[src/rtl/verin_log_pkg.sv]
// Shared types and helpers for the verin sample logger: FSM states,
// the constant byte-enable and the circular-pointer advance.
package verin_log_pkg;

    typedef enum logic {
        IDLE,
        WRITE
    } state_t;

    localparam logic [3:0] BYTEEN_ALL = 4'hF;

    // Advance a circular offset, returning to 0 after depth-1.
    function automatic int ptr_next(input int ptr, input int depth);
        return (ptr >= depth - 1) ? 0 : ptr + 1;
    endfunction

endpackage

[src/rtl/verin_log_fifo.sv]
// Synchronous first-word-fall-through FIFO with flush; rdata shows the head
// whenever empty is low. Flush wins over a same-cycle push or pop.
module verin_log_fifo #(
    parameter int WIDTH = 32,
    parameter int DEPTH = 8
) (
    input  logic             clk,
    input  logic             rst,
    input  logic             flush,
    input  logic             push,
    input  logic [WIDTH-1:0] wdata,
    input  logic             pop,
    output logic [WIDTH-1:0] rdata,
    output logic             full,
    output logic             empty
);

    localparam int AW = (DEPTH > 1) ? $clog2(DEPTH) : 1;

    logic [WIDTH-1:0] mem_q [DEPTH];
    logic [AW-1:0]    rd_q, rd_d;
    logic [AW-1:0]    wr_q, wr_d;
    logic [AW:0]      cnt_q, cnt_d;
    logic             do_push, do_pop;

    assign full  = (cnt_q == (AW+1)'(DEPTH));
    assign empty = (cnt_q == '0);
    assign rdata = mem_q[rd_q];

    always_comb begin
        do_push = push & ~full & ~flush;
        do_pop  = pop & ~empty & ~flush;
        rd_d    = rd_q;
        wr_d    = wr_q;
        cnt_d   = cnt_q;
        if (flush) begin
            rd_d  = '0;
            wr_d  = '0;
            cnt_d = '0;
        end else begin
            if (do_push) wr_d = wr_q + AW'(1);
            if (do_pop)  rd_d = rd_q + AW'(1);
            if (do_push && !do_pop)      cnt_d = cnt_q + (AW+1)'(1);
            else if (do_pop && !do_push) cnt_d = cnt_q - (AW+1)'(1);
        end
    end

    always_ff @(posedge clk or posedge rst) begin
        if (rst) begin
            rd_q  <= '0;
            wr_q  <= '0;
            cnt_q <= '0;
        end else begin
            rd_q  <= rd_d;
            wr_q  <= wr_d;
            cnt_q <= cnt_d;
        end
    end

    always_ff @(posedge clk) begin
        if (do_push) mem_q[wr_q] <= wdata;
    end

endmodule

[src/rtl/verin_sample_logger.sv]
// Buffers actuator samples and drains them as single-beat Avalon-MM writes
// into a circular RAM region, tracking write pointer, wrap and drop count.
module verin_sample_logger
    import verin_log_pkg::*;
#(
    parameter int ADDR_W      = 13,
    parameter int BASE_WORD   = 0,
    parameter int DEPTH_WORDS = 5000,
    parameter int FIFO_DEPTH  = 8,
    parameter int OVF_W       = 16
) (
    input  logic              clk,
    input  logic              reset,
    input  logic              enable,
    input  logic              clear,
    input  logic              sample_valid,
    input  logic [31:0]       sample_data,
    output logic [ADDR_W-1:0] avm_address,
    output logic              avm_write,
    output logic [31:0]       avm_writedata,
    output logic [3:0]        avm_byteenable,
    input  logic              avm_waitrequest,
    output logic [ADDR_W-1:0] wr_ptr,
    output logic              wrapped,
    output logic [OVF_W-1:0]  overflow_cnt,
    output logic              busy
);

    state_t            state_q, state_d;
    logic [ADDR_W-1:0] addr_q, addr_d;
    logic [31:0]       data_q, data_d;
    logic              write_q, write_d;
    logic [ADDR_W-1:0] wr_ptr_q, wr_ptr_d;
    logic              wrapped_q, wrapped_d;
    logic [OVF_W-1:0]  ovf_q, ovf_d;
    logic              clr_pend_q, clr_pend_d;

    logic              fifo_push, fifo_pop, fifo_flush;
    logic              fifo_full, fifo_empty;
    logic [31:0]       fifo_rdata;
    logic              accept, drop, beat_done;

    verin_log_fifo #(
        .WIDTH (32),
        .DEPTH (FIFO_DEPTH)
    ) u_fifo (
        .clk   (clk),
        .rst   (reset),
        .flush (fifo_flush),
        .push  (fifo_push),
        .wdata (sample_data),
        .pop   (fifo_pop),
        .rdata (fifo_rdata),
        .full  (fifo_full),
        .empty (fifo_empty)
    );

    always_comb begin
        state_d    = state_q;
        addr_d     = addr_q;
        data_d     = data_q;
        write_d    = write_q;
        wr_ptr_d   = wr_ptr_q;
        wrapped_d  = wrapped_q;
        ovf_d      = ovf_q;
        clr_pend_d = clr_pend_q;
        fifo_pop   = 1'b0;
        fifo_flush = 1'b0;

        // Full is sampled before any pop this cycle, so a full FIFO drops.
        accept    = sample_valid & enable & ~clear;
        fifo_push = accept & ~fifo_full;
        drop      = accept & fifo_full;
        beat_done = write_q & ~avm_waitrequest;

        if (drop && ovf_q != '1) ovf_d = ovf_q + OVF_W'(1);

        case (state_q)
            IDLE: begin
                if (clear) begin
                    fifo_flush = 1'b1;
                    wr_ptr_d   = '0;
                    wrapped_d  = 1'b0;
                    ovf_d      = '0;
                end else if (!fifo_empty) begin
                    fifo_pop = 1'b1;
                    data_d   = fifo_rdata;
                    addr_d   = ADDR_W'(BASE_WORD) + wr_ptr_q;
                    write_d  = 1'b1;
                    state_d  = WRITE;
                end
            end
            WRITE: begin
                if (clear) clr_pend_d = 1'b1;
                if (beat_done) begin
                    write_d = 1'b0;
                    state_d = IDLE;
                    // A pending clear retires with this beat and leaves wr_ptr at 0.
                    if (clr_pend_q || clear) begin
                        fifo_flush = 1'b1;
                        wr_ptr_d   = '0;
                        wrapped_d  = 1'b0;
                        ovf_d      = '0;
                        clr_pend_d = 1'b0;
                    end else begin
                        wr_ptr_d = ADDR_W'(ptr_next(int'(wr_ptr_q), DEPTH_WORDS));
                        if (wr_ptr_q == ADDR_W'(DEPTH_WORDS - 1)) wrapped_d = 1'b1;
                    end
                end
            end
            default: state_d = IDLE;
        endcase
    end

    always_ff @(posedge clk or posedge reset) begin
        if (reset) begin
            state_q    <= IDLE;
            addr_q     <= '0;
            data_q     <= '0;
            write_q    <= 1'b0;
            wr_ptr_q   <= '0;
            wrapped_q  <= 1'b0;
            ovf_q      <= '0;
            clr_pend_q <= 1'b0;
        end else begin
            state_q    <= state_d;
            addr_q     <= addr_d;
            data_q     <= data_d;
            write_q    <= write_d;
            wr_ptr_q   <= wr_ptr_d;
            wrapped_q  <= wrapped_d;
            ovf_q      <= ovf_d;
            clr_pend_q <= clr_pend_d;
        end
    end

    assign avm_address    = addr_q;
    assign avm_write      = write_q;
    assign avm_writedata  = data_q;
    assign avm_byteenable = BYTEEN_ALL;
    assign wr_ptr         = wr_ptr_q;
    assign wrapped        = wrapped_q;
    assign overflow_cnt   = ovf_q;
    assign busy           = ~fifo_empty | write_q;

endmodule

[config.mk]
export PLATFORM = sky130hd
export DESIGN_NAME = verin_sample_logger
export DESIGN_NICKNAME = d
export VERILOG_FILES = /design/src/rtl/verin_log_pkg.sv /design/src/rtl/verin_log_fifo.sv /design/src/rtl/verin_sample_logger.sv
export SDC_FILE = /design/constraint.sdc
export NUM_CORES = 1
export LEC_CHECK = 0
export CAP_MARGIN = 0
export CORE_UTILIZATION = 50
export DETAILED_ROUTE_END_ITERATION = 7
export HOLD_SLACK_MARGIN = 0.12
export PLACE_DENSITY = 0.71
export SLEW_MARGIN = 20
export SYNTH_ARGS = -nofsm -noshare
export SYNTH_HDL_FRONTEND = slang
export SYNTH_SLANG_ARGS = --single-unit
[constraint.sdc]
create_clock -name clk -period 4.7 [get_ports clk]
set_input_delay 0.94 -clock clk [delete_from_list [all_inputs] [get_ports clk]]
set_output_delay 0.94 -clock clk [all_outputs]
set_load 0.01 [all_outputs]
==> results of run 1 <==
[routing by layer]
metal,track usage,vias up,wire length (µm),share of wire
li1,-,3347,-,-
met1,0.273,3754,11600,0.44
met2,0.320,191,13200,0.50
met3,0.0349,36,1170,0.044
met4,0.0519,0,391,0.015
met5,0,-,0,0
[final cells by class]
cell class	count	area [µm²]
Tap cell	341	427
Multi-Input combinational cell	414	3580
Timing Repair Buffer	134	1290
Clock buffer	50	995
Clock inverter	15	135
Sequential cell	344	9900
Fill cell	1913	10400
Inverter	7	28.8
[cell usage after synthesis (all sizes together), types with 4 or more instances]
cell type | number | share of area
edfxtp | 256 | 0.57
nand2 | 99 | 0.027
dfrtp | 88 | 0.16
mux4 | 64 | 0.11
o21ai | 43 | 0.016
mux2i | 36 | 0.026
nor2 | 35 | 0.0097
clkbuf | 22 | 0.0061
xnor2 | 19 | 0.012
buf | 18 | 0.0072
nand3 | 14 | 0.0052
a21oi | 12 | 0.0044
and3 | 10 | 0.0046
nor3 | 9 | 0.0037
a211oi | 8 | 0.0044
inv | 7 | 0.0019
ha | 6 | 0.0055
nand2b | 6 | 0.0028
nor4 | 5 | 0.0023
a21o | 4 | 0.0022
or3 | 4 | 0.0018
[worst max-delay path by stage]
stage / from / to / slack, ns
after floorplan: clear / u_fifo.mem_q[0][0]$_DFFE_PP_ / 0.42
after global placement: clear / u_fifo.mem_q[2][29]$_DFFE_PP_ / 1.03
after detailed placement: clear / u_fifo.mem_q[2][28]$_DFFE_PP_ / 1.0
after CTS: clear / u_fifo.mem_q[2][5]$_DFFE_PP_ / 1.53
after global routing: clear / u_fifo.mem_q[2][5]$_DFFE_PP_ / 1.43
final: clear / u_fifo.mem_q[2][5]$_DFFE_PP_ / 1.55
[worst max-delay path: stages]
cell             delay [ns]
clkdlybuf4s50_1        0.52
and3b_1                0.36
nand2_1                0.09
or3_1                  0.47
nor2_4                 0.71
buf_4                  0.28
[metrics by stage]
step                utilization  setup WS, ns  area (µm²)  power, W
global placement          0.568          1.03       15200   0.00544
floorplan                     -         0.417       13600   0.00481
finish                    0.610          1.55       16400   0.00809
global route              0.610          1.43       16400   0.00848
CTS                       0.610          1.53       16300   0.00819
detailed placement        0.568         0.996       15200   0.00548
[sequential cells by signal (all words and copies together) (netlist names), 3 cells and up]
register,count
u_fifo.rd_q,3
wr_ptr,13
overflow_cnt,16
u_fifo.mem_q,256
avm_writedata,32
u_fifo.wr_q,3
u_fifo.cnt_q,4
avm_address,13
[power breakdown]
part | switching (W) | internal, W | total [W]
combinational | 0.000776 | 0.000872 | 0.00165
sequential | 0.000249 | 0.00350 | 0.00375
clock | 0.00114 | 0.00156 | 0.00270
total | 0.00217 | 0.00593 | 0.00809
[logic make-up after synthesis]
kind of cell / Yosys count
compound gates: 80
flops: 344
fa+ha+maj: 7
buf+inv: 47
other cells: 1
simple gates: 202
xor+xnor: 21
mux: 100
==> flow_summary.json, run 1 <==
{
  "die-area_um2": 27900,
  "class_of_the_tightest_hold_or_removal_check": "reg2reg",
  "hp-start": "avm_address[0]$_DFFE_PP0P_",
  "cts_hold_buf": 0,
  "rsz0062_at_grt": "false",
  "synth_edf_count": 256,
  "min_period_over_period": 0.670,
  "post-place-cells": 1240,
  "rows": 60,
  "postSynth.topFlopCell": "edfxtp_1",
  "core_region_area_um2": 26800,
  "global_route_overflow": 0,
  "starting_utilization_of_the_core_area": 0.507,
  "layoutNonFillerInstCount": 1305,
  "final_net_count": 982,
  "number_of_top_level_pins": 119,
  "crit_path_max_fanout": 24,
  "min_path_cells": 2,
  "gp_congestion": 0.793,
  "post_drt_via_cell_ratio": 5.62,
  "numClockSinks": 344,
  "synth.ff_latch_count": 344,
  "synth_simple_gate_area_frac": 0.0684,
  "final_cell_mix": "256 x edfxtp_1, 114 x clkdlybuf4s50_1, 99 x nand2_1",
  "finalWirelength_um": 26400,
  "ys_seq_area_frac": 0.727,
  "final.setup_skew_ns": 0.0141,
  "syn_avg_cell_area_um2": 17.0,
  "worst_slew_margin_rel": 0.281,
  "combinational_family_with_the_most_area_after_synthesis": "multiplexers",
  "drt-wirelength-per-cell_um": 20.2,
  "yosys.area_share.xor_xnor": 0.0135,
  "clkLatencyLatePin_ns": 0.53,
  "timing_worst_setup_path_type": "in2reg",
  "root_buffer": "clkbuf_16",
  "max_clock_freq_ghz": 0.318,
  "vias_in_the_first_global_route": 7385,
  "global_route.usage.total": 0.196,
  "ctsResizeCount": 0,
  "grt_start_max_net_pins": 84,
  "final_common_cell": "edfxtp_1",
  "power.density_cell_area_nw_per_um2": 495,
  "area_growth_pct": 20.2,
  "worst_ep_arrival_time_ns": 3.38,
  "ant_nets": 0,
  "antenna_found_initial": 0,
  "worstReg2RegStart": "u_fifo.cnt_q[0]$_DFFE_PP0P_",
  "totalNegativeSetupSlack_ns": 0,
  "regToRegEndpoint": "u_fifo.cnt_q[3]$_DFFE_PP0P_",
  "firstDrtPassIters": 5,
  "final_period_minus_worst_setup_slack_ns": 3.15,
  "worst_setup_path_end_kind": "flip-flop",
  "required_time_reported_for_the_critical_path_endpoint_ns": 4.93,
  "maxSlewViolCount": 0,
  "tritoncts_clock_tree": "yes",
  "timing.hold.worst_endpoint": "avm_address[0]$_DFFE_PP0P_",
  "post_cts_buffers": 0,
  "drive_gt1_frac": 0.160,
  "post_synth_mux_area_share": 0.132,
  "route.detailed.drc": 0,
  "synth-adder-area-share": 0.00699,
  "hpwl_um": 15800,
  "drtIter0Drc": 679,
  "drv.max_cap_violation_count": 0,
  "finalHoldViolations": 0,
  "timing.critical_path.from_type": "input port",
  "cts_buffer_depth": 3,
  "ff2ff_setup_slack_ns": 2.06,
  "setup_viol": 0,
  "clk_pin_slew_worst_paths_ns": 0.06,
  "synth_area_um2": 13600,
  "yosysWarnings": 0,
  "synth-compound-area-share": 0.0361,
  "die_height_um": 167,
  "worst_pin_slew_ns": 1.08,
  "cts-htree-levels": 2,
  "peakVddDrop_mv": 0.435,
  "portBuffers": 114,
  "ff2ff_path_depth": 9,
  "die_width_um": 167,
  "grt_first_pass_wirelength_um": 41900,
  "post_synth_inst_count": 802,
  "run_status": "completed",
  "ys_types": 50,
  "number_of_buffers_inserted_during_clock_tree_synthesis": 36,
  "antennaDiodeCount": 0,
  "finalHoldWorstSlack_ns": 0.472,
  "leakage_nw": 5.65,
  "synthArstFlopShare": 0.256,
  "num_vias": 7328
}
(Power assumes the default switching activity.)
==> run 2: changes to the inputs <==
--- a/config.mk
+++ b/config.mk
@@ -9,7 +9,7 @@
 export CORE_UTILIZATION = 50
 export DETAILED_ROUTE_END_ITERATION = 7
 export HOLD_SLACK_MARGIN = 0.12
-export PLACE_DENSITY = 0.71
+export PLACE_DENSITY = 0.73
 export SLEW_MARGIN = 20
 export SYNTH_ARGS = -nofsm -noshare
 export SYNTH_HDL_FRONTEND = slang
==> constraint.sdc (replaced) <==
create_clock -name clk -period 2.7 [get_ports clk]
set_input_delay 0.54 -clock clk [delete_from_list [all_inputs] [get_ports clk]]
set_output_delay 0.54 -clock clk [all_outputs]
set_load 0.01 [all_outputs]
==> run 2 against run 1 <==
Sequential share of layout area fell by 2.0 points; sequential power rose by 70%; power rose by 79%; combinational power rose by 96%; via count rose by 2.6%; largest power group unchanged; register-to-register slack got worse by 1.9 ns; core utilization rose by 2.1 points; highest routed layer unchanged.
==> flow_summary.json, run 2 (synthesized netlist as in run 1, its figures left out) <==
{
  "run_status": "completed",
  "number_of_flip_flops_in_the_largest_register": 256,
  "root_buffer": "clkbuf_16",
  "post_drt_via_cell_ratio": 5.62,
  "totalNegativeSetupSlack_ns": 0,
  "setup_viol": 0,
  "final_period_minus_worst_setup_slack_ns": 2.56,
  "final_net_count": 1015,
  "postLayoutSetupSlackWorst_ns": 0.140,
  "drtIter0Drc": 646,
  "peakVddDrop_mv": 0.498,
  "filler_cell_count": 1870,
  "worst_pin_slew_ns": 0.836,
  "ctsResizeCount": 0,
  "report.power.total_w": 0.0145,
  "min_period_over_period": 0.948,
  "final_common_cell": "edfxtp_1",
  "number_of_buffers_inserted_during_clock_tree_synthesis": 36,
  "power.density_cell_area_nw_per_um2": 856,
  "leakage_nw": 5.89,
  "clkLatencyLatePin_ns": 0.53,
  "core_region_area_um2": 26800,
  "post_cts_buffers": 0,
  "vias_in_the_first_global_route": 7698,
  "antennaDiodeCount": 0,
  "hpwl_um": 16300,
  "worst_slew_margin_rel": 0.443,
  "timing.critical_path.from_type": "flip-flop",
  "starting_utilization_of_the_core_area": 0.507,
  "required_time_reported_for_the_critical_path_endpoint_ns": 3.15,
  "finalHoldViolations": 0,
  "worst_setup_path_end_kind": "flip-flop",
  "num_vias": 7520,
  "cts_buffer_depth": 3,
  "tritoncts_clock_tree": "yes",
  "number_of_top_level_pins": 119,
  "drv.max_cap_violation_count": 0,
  "ant_nets": 0,
  "drive_gt1_frac": 0.195,
  "gp_congestion": 0.842,
  "area_growth_pct": 24.3,
  "global_route.usage.total": 0.201,
  "clk_pin_slew_worst_paths_ns": 0.05,
  "finalWirelength_um": 27100,
  "crit_path_max_fanout": 6,
  "place_worst_setup_slack_ns": -0.316,
  "rows": 60,
  "timing_worst_setup_path_type": "reg2reg",
  "maxSlewViolCount": 0,
  "cts-htree-levels": 2,
  "max_clock_freq_ghz": 0.391,
  "drt-wirelength-per-cell_um": 20.2,
  "portBuffers": 114,
  "final_cell_mix": "256 x edfxtp_1, 114 x clkdlybuf4s50_1, 99 x nand2_1",
  "cts_hold_buf": 0,
  "worst_ep_arrival_time_ns": 3.01,
  "die_height_um": 167,
  "register_ranked_first_by_flip_flop_count": "u_fifo.mem_q",
  "grt_start_max_net_pins": 83,
  "firstDrtPassIters": 5,
  "route.detailed.drc": 0,
  "die-area_um2": 27900,
  "numClockSinks": 344,
  "finalHoldWorstSlack_ns": 0.371,
  "grt_first_pass_wirelength_um": 43100,
  "final.setup_skew_ns": 0.0200,
  "die_width_um": 167,
  "antenna_found_initial": 0,
  "global_route_overflow": 0,
  "class_of_the_tightest_hold_or_removal_check": "in2async"
}
==> run 2: cell count changes in the layout (fill, tap and decap cells not counted), moves of 2 or more <==
cell | before | now
clkinv_1 | 6 | 3
clkinv_2 | 2 | 6
nor3_4 | 0 | 2
buf_12 | 0 | 19
clkbuf_8 | 2 | 4
nor3_2 | 4 | 1
buf_4 | 20 | 34
==> run 2: worst max-delay path, stage by stage, from the launching register on <==
cell	delay (ns)
dfrtp_1	0.48
or4b_4	0.50
nand2_1	0.09
nor2_1	0.07
nand2_1	0.12
ha_1	0.24
a21oi_1	0.15
nor2b_1	0.07
or4_4	0.43
a211oi_2	0.22
nand2b_1	0.12
==> run 2: power breakdown <==
part	internal [W]	switching, W
logic	0.00168	0.00156
clock network	0.00286	0.00198
registers	0.00609	0.000301
total	0.0106	0.00384
==> run 2: per-stage QoR <==
| step | cell area, µm² | utilization | instances |
|---|---|---|---|
| floorplan | 13600 | - | 805 |
| global placement | 15700 | 0.586 | 1273 |
| detailed placement | 15700 | 0.586 | 1273 |
| CTS | 16900 | 0.630 | 1339 |
| global route | 16900 | 0.631 | 1339 |
| finish | 16900 | 0.631 | 1339 |
==> run 2: layer usage <==
layer	track usage	routed length, µm	vias to the layer above
li1	-	-	3430
met1	0.281	12000	3810
met2	0.331	13200	245
met3	0.0318	1370	35
met4	0.0560	473	0
met5	0	0	-
==> run 2: area by class of cell <==
type | count | area, µm² | area share
clock inverter | 14 | 150 | 0.00888
multi-input combinational | 414 | 3610 | 0.213
sequential | 344 | 9900 | 0.585
timing repair buffer | 167 | 1780 | 0.105
tap | 341 | 427 | 0.0252
inverter | 7 | 30.0 | 0.00178
clock buffer | 52 | 1020 | 0.0605
==> run 2: worst paths after layout <==
path,start,endpoint,slack [ns],cells after the start
max,u_fifo.cnt_q[3]$_DFFE_PP0P_,u_fifo.cnt_q[3]$_DFFE_PP0P_,0.14,10
min,reset,avm_address[1]$_DFFE_PP0P_,0.37,2
max reg2reg,u_fifo.cnt_q[3]$_DFFE_PP0P_,u_fifo.cnt_q[3]$_DFFE_PP0P_,0.14,10
min reg2reg,avm_writedata[7]$_DFFE_PP0P_,avm_writedata[7]$_DFFE_PP0P_,0.48,2
max in group asynchronous,reset,u_fifo.rd_q[0]$_DFFE_PP0P_,1.76,3
min in group clk,avm_writedata[7]$_DFFE_PP0P_,avm_writedata[7]$_DFFE_PP0P_,0.48,2
